**config.mk**
```make
export PLATFORM = sky130hd
export DESIGN_NAME = switch_debounce
export DESIGN_NICKNAME = d
export VERILOG_FILES = /design/src/rtl/switch_debounce.sv
export SDC_FILE = /design/constraint.sdc
export NUM_CORES = 1
export LEC_CHECK = 0
export CAP_MARGIN = 20
export CORE_MARGIN = 1.5
export CORE_UTILIZATION = 54
export DETAILED_ROUTE_END_ITERATION = 10
export HOLD_SLACK_MARGIN = 0.08
export PLACE_DENSITY = 0.76
export SYNTH_ARGS = -nofsm -noshare
export SYNTH_HDL_FRONTEND = slang
export SYNTH_SLANG_ARGS = --single-unit
```
**constraint.sdc**
```tcl
create_clock -name clk -period 3.3 [get_ports clk]
set_clock_uncertainty 0.05 [all_clocks]
set_input_delay 0.66 -clock clk [delete_from_list [all_inputs] [get_ports clk]]
set_output_delay 0.66 -clock clk [all_outputs]
set_load 0.02 [all_outputs]
```
**src/rtl/switch_debounce.sv**
```systemverilog
// Switch front end: two-flop synchroniser, per-channel consecutive-sample debounce FSM,
// registered clean levels with single-cycle rise/fall strobes.
module switch_debounce #(
  parameter int unsigned N_SW            = 4,
  parameter int unsigned DEBOUNCE_CYCLES = 120000,
  parameter bit          RESET_LEVEL     = 1'b0
) (
  input  logic            clk,
  input  logic            rst,
  input  logic [N_SW-1:0] sw_raw,
  output logic [N_SW-1:0] sw_level,
  output logic [N_SW-1:0] sw_rise,
  output logic [N_SW-1:0] sw_fall,
  output logic [N_SW-1:0] sw_busy
);

  localparam int unsigned   CntW    = $clog2(DEBOUNCE_CYCLES);
  localparam logic [CntW-1:0] CntLast = CntW'(DEBOUNCE_CYCLES - 1);
  localparam logic [CntW-1:0] CntOne  = CntW'(1);

  typedef enum logic {StStable, StCheck} state_e;

  logic [N_SW-1:0] sync1_q, sync2_q;
  logic [N_SW-1:0] level_q, level_d;
  logic [N_SW-1:0] rise_q, rise_d;
  logic [N_SW-1:0] fall_q, fall_d;
  state_e          state_q [N_SW];
  state_e          state_d [N_SW];
  logic [CntW-1:0] cnt_q [N_SW];
  logic [CntW-1:0] cnt_d [N_SW];

  // State register: synchroniser, FSM state, counters and registered outputs.
  always_ff @(posedge clk or posedge rst) begin
    if (rst) begin
      sync1_q <= {N_SW{RESET_LEVEL}};
      sync2_q <= {N_SW{RESET_LEVEL}};
      level_q <= {N_SW{RESET_LEVEL}};
      rise_q  <= '0;
      fall_q  <= '0;
      for (int i = 0; i < N_SW; i++) begin
        state_q[i] <= StStable;
        cnt_q[i]   <= '0;
      end
    end else begin
      sync1_q <= sw_raw;
      sync2_q <= sync1_q;
      level_q <= level_d;
      rise_q  <= rise_d;
      fall_q  <= fall_d;
      state_q <= state_d;
      cnt_q   <= cnt_d;
    end
  end

  // Next state: a change is accepted only after DEBOUNCE_CYCLES consecutive differing samples.
  always_comb begin
    state_d = state_q;
    cnt_d   = cnt_q;
    level_d = level_q;
    rise_d  = '0;
    fall_d  = '0;
    for (int i = 0; i < N_SW; i++) begin
      unique case (state_q[i])
        StStable: begin
          if (sync2_q[i] != level_q[i]) begin
            state_d[i] = StCheck;
            cnt_d[i]   = CntOne;
          end else begin
            cnt_d[i] = '0;
          end
        end
        StCheck: begin
          if (sync2_q[i] == level_q[i]) begin
            state_d[i] = StStable;
            cnt_d[i]   = '0;
          end else if (cnt_q[i] == CntLast) begin
            state_d[i] = StStable;
            cnt_d[i]   = '0;
            level_d[i] = sync2_q[i];
            rise_d[i]  = sync2_q[i];
            fall_d[i]  = ~sync2_q[i];
          end else begin
            cnt_d[i] = cnt_q[i] + 1'b1;
          end
        end
      endcase
    end
  end

  // Outputs: all taken straight from flops.
  always_comb begin
    sw_level = level_q;
    sw_rise  = rise_q;
    sw_fall  = fall_q;
    sw_busy  = '0;
    for (int i = 0; i < N_SW; i++) begin
      sw_busy[i] = (state_q[i] == StCheck);
    end
  end

endmodule
```
## After elaboration in Yosys (flattened, before gate mapping)

Index checks and enable logic that the tools add are counted.

| word-level totals | value |
|---|---|
| logic and storage cells | 104 |
| flip-flop bits (word level) | 92 |
| output and inout port bits | 16 |
| input port bits | 6 |

| cells by class | value |
|---|---|
| bitwise operators | 12 |
| multiplexer cells | 56 |
| add/sub/neg operators | 4 |
| equal/unequal tests | 12 |
| reductions and logical operators | 4 |

Operator list:

| cell | number |
|---|---|
| two-way mux 17 bit | 8 |
| case mux 17 bit (2 select lines) | 4 |
| adder 17 x 1 -> 17 bit (second input constant) | 4 |
| equality test 17 bit (second input constant) | 4 |
| two-way mux 1 bit | 40 |
| NOT 1 bit | 12 |
| AND reduction 3 bit | 4 |
| case mux 1 bit (2 select lines) | 4 |
| equality test 1 bit | 4 |
| != test 1 bit | 4 |

## Depth between registers and ports, before layout

| logic depth | value |
|---|---|
| depth in word-level cells | 4 |
| depth in mapped cells | 7 |
| gate-level depth less buffers | 5 |

## Worst setup path after synthesis

OpenSTA, ideal clock, no wires.

| path | value |
|---|---|
| path type | flip-flop to flip-flop |
| start point | register cnt_q[30] (netlist name) |
| end point | register cnt_q[24] (netlist name) |
| clock period less this slack | 1786 ps |
| stages on the path, launching flop included | 7 |
| buffers on the path | 2 |
| required time | 3131 ps |
| setup time | 119 ps |
| data arrival time | 1617 ps |
| slack | 1514 ps |
| cell sequence | dfrtp_1 > or4b_4 > nor4_4 > nand2b_1 > buf_6 > buf_12 > nor2_1 |

RTL lines:

| element | RTL line | source |
|---|---|---|
| start, declared | 29 | `logic [CntW-1:0] cnt_q [N_SW];` |
| start signal, assigned | 51 | `cnt_q <= cnt_d;` |

==> run summary <==
CTS tree -> done
Outcome -> finished clean
Worst EP arrival -> 2.45 ns
Longest Clk Path Bufs -> 2
Post-Syn Area -> 4200 um^2
Layout Utilization -> 64.0%
Dominant cells by area after synthesis -> dfrtp_1 (55%), xor2_1 (6.9%), nor2_1 (5.9%)
Final Wtd Congestion -> 0.837
Port Buffers -> 21
First-pass GRT wire length -> 13.0 mm
Final min period -> 2.28 ns
Clock Pin Slew Worst Setup and Hold Paths -> 0.08 ns
Post-CTS Resized -> 0
Setup tns final -> 0 ns
Die area -> 8310 um^2
Area leader, netlist -> dfrtp_1
Synth Net Count -> 404
Maxcap violations -> 0
Crit end category -> register
Routed vias -> 2921
Initial antenna violation count -> 0
Root buffer cell -> clkbuf_8
Yosys warnings -> 0
Final slew viol count -> 0
Async SR Flop Fraction -> 100%
Worst slew pin tran -> 0.699 ns
WS Path Type -> register to register
Post-synth top flop -> dfrtp_1
Residual DRC count -> 0
Gr usage total -> 19.8%
Unique masters post-synth -> 40
WL final -> 7.59 mm
Final period utilization -> 69.0%
Hold Crit Class -> register to register
Setup slack, reg-to-reg -> 1.02 ns
Maximum vdd drop -> 0.000244 V
Multi-input logic area -> 1800 um^2
EDFF count, synth -> 0
Final Hold Vio Count -> 0
Clock tree sinks -> 92
Slew headroom -> 53.4%
Synth top cells by count -> dfrtp_1 (92), nor2_1 (66), xor2_1 (33)
Antenna Cells -> 0
Core area -> 7370 um^2
TritonRoute pass-1 iters -> 4
Seq/Total Area, Yosys -> 54.8%
Most common cell in the netlist -> dfrtp_1
Synth Instances -> 394
Setup Fix Bufs, Post-CTS -> 0
Clock Latency Late Sink -> 0.36 ns
WP data required -> 3.47 ns
Largest net degree at the start of global routing -> 42
Die width -> 91.2 um
FMAX -> 0.439 GHz
RSZ-0062 raised after global routing -> no
Wire per inst -> 14.5 um
Routed Antenna Nets -> 0
IO Pins -> 22
Pwr dens -> 445 nW/um^2
CTS buffer count -> 9
Syn avg cell area -> 10.7 um^2
DR iter-0 viols -> 110
Starting Density -> 57.0%
Sequential cell area -> 2300 um^2
Crit path launch type -> register
H-tree levels -> 3
Post-DP HPWL -> 5.15 mm
Die Y -> 91.2 um
PnR worst setup slack -> 1.02 ns
# fillers -> 594
Leak Pwr -> 1.91 nW
Post-synthesis register bit count -> 92
Crit path max fanout -> 17
Post-Place Worst Slack -> 1.05 ns
Share of cells above drive strength 1 -> 6.35%
Post-synth top area share -> 54.8%
Hold-fix buffers at CTS -> 0
GR Overflow Total -> 0
Vias in the first global route -> 2784
Setup violations, final -> 0
Vias per cell -> 5.57
Final net count -> 430
# rows -> 31
Area Overhead vs Synth -> 12.4%
==> sequential cells by signal, summed over array words and instances, names as in the netlist <==
name	count
cnt_q	68
sw_busy	4
sw_fall	4
sw_level	4
sw_rise	4
sync1_q	4
sync2_q	4
==> routing by layer <==
metal	global-route usage, %	share of wire [%]	up-vias
li1	-	-	1438
met1	27.1	48	1417
met2	30.5	47	48
met3	3.35	2.9	18
met4	10.2	2.4	0
met5	0	0	-
==> final cells by class <==
type / count / area share, %
multi-input combinational: 285 / 38.2
timing repair buffer: 23 / 5.04
clock inverter: 4 / 1.54
inverter: 9 / 0.742
tap: 99 / 2.62
sequential: 92 / 48.8
clock buffer: 12 / 3.08
==> layout by cell type (no fill, tap or decap), types with 2 or more instances in the layout <==
| cell type | Yosys | layout |
|---|---|---|
| dfrtp_1 | 92 | 92 |
| nor2_1 | 66 | 66 |
| xor2_1 | 33 | 33 |
| nand4_1 | 27 | 27 |
| xnor2_1 | 27 | 27 |
| nand3_1 | 25 | 25 |
| clkdlybuf4s50_1 | 0 | 21 |
| nand2_1 | 19 | 19 |
| nor4_1 | 11 | 11 |
| and4_1 | 10 | 10 |
| clkbuf_8 | 0 | 10 |
| nor3_1 | 9 | 9 |
| inv_1 | 9 | 8 |
| o21ai_0 | 7 | 7 |
| a21oi_1 | 7 | 7 |
| or3_1 | 5 | 5 |
| and2_1 | 4 | 4 |
| o22ai_1 | 4 | 4 |
| ha_1 | 4 | 4 |
| nor4bb_1 | 3 | 3 |
| mux2_2 | 3 | 3 |
| and4b_1 | 2 | 2 |
| nand2b_1 | 2 | 2 |
| o31ai_1 | 2 | 2 |
| or4_1 | 2 | 2 |
| clkinv_2 | 0 | 2 |
| clkbuf_1 | 2 | 2 |
| bufinv_16 | 0 | 2 |
==> kinds of logic after synthesis <==
group / synth area share [%]
XOR/XNOR: 12.5
adder cells (fa/ha/maj): 1.19
multiplexers: 0.805
AND/OR/NAND/NOR: 25.4
flip-flops: 54.8
buffers and inverters: 2.21
AO/OA/AOI/OAI: 3.07
==> worst max-delay path, cell delays in order, from the launching register on <==
cell	delay, ns
dfrtp_1	0.42
ha_1	0.27
nand4_1	0.30
nor4_4	0.38
nand2b_1	0.54
o22ai_1	0.16
==> stage by stage <==
stage / hold slack (ns) / cell area, um^2 / cells / power (mW)
floorplan: 0.281 / 4200 / 394 / 1.27
global placement: 0.287 / 4500 / 508 / 1.30
detailed placement: 0.296 / 4500 / 508 / 1.31
CTS: 0.315 / 4720 / 524 / 2.12
global route: 0.324 / 4720 / 524 / 2.19
finish: 0.315 / 4720 / 524 / 2.10
==> path summary, 6_finish.rpt <==
path / startpoint / to / cells past startpoint
hold / removal: sync1_q[2] / sync2_q[2] / 0
max in group asynchronous: rst / cnt_q[52] / 3
min in group asynchronous: rst / cnt_q[46] / 2
setup reg to reg: cnt_q[17] / cnt_q[17] / 5
hold reg to reg: sync1_q[2] / sync2_q[2] / 0
setup / recovery: cnt_q[17] / cnt_q[17] / 5
==> power by group <==
| part | switching [mW] | internal [mW] | leakage (nW) |
|---|---|---|---|
| logic | 0.0709 | 0.0374 | 0.556 |
| clock network | 0.374 | 0.447 | 0.107 |
| registers | 0.0244 | 1.15 | 1.25 |
| total | 0.470 | 1.63 | 1.91 |
Note: power is estimated with default switching activity, not from simulation.
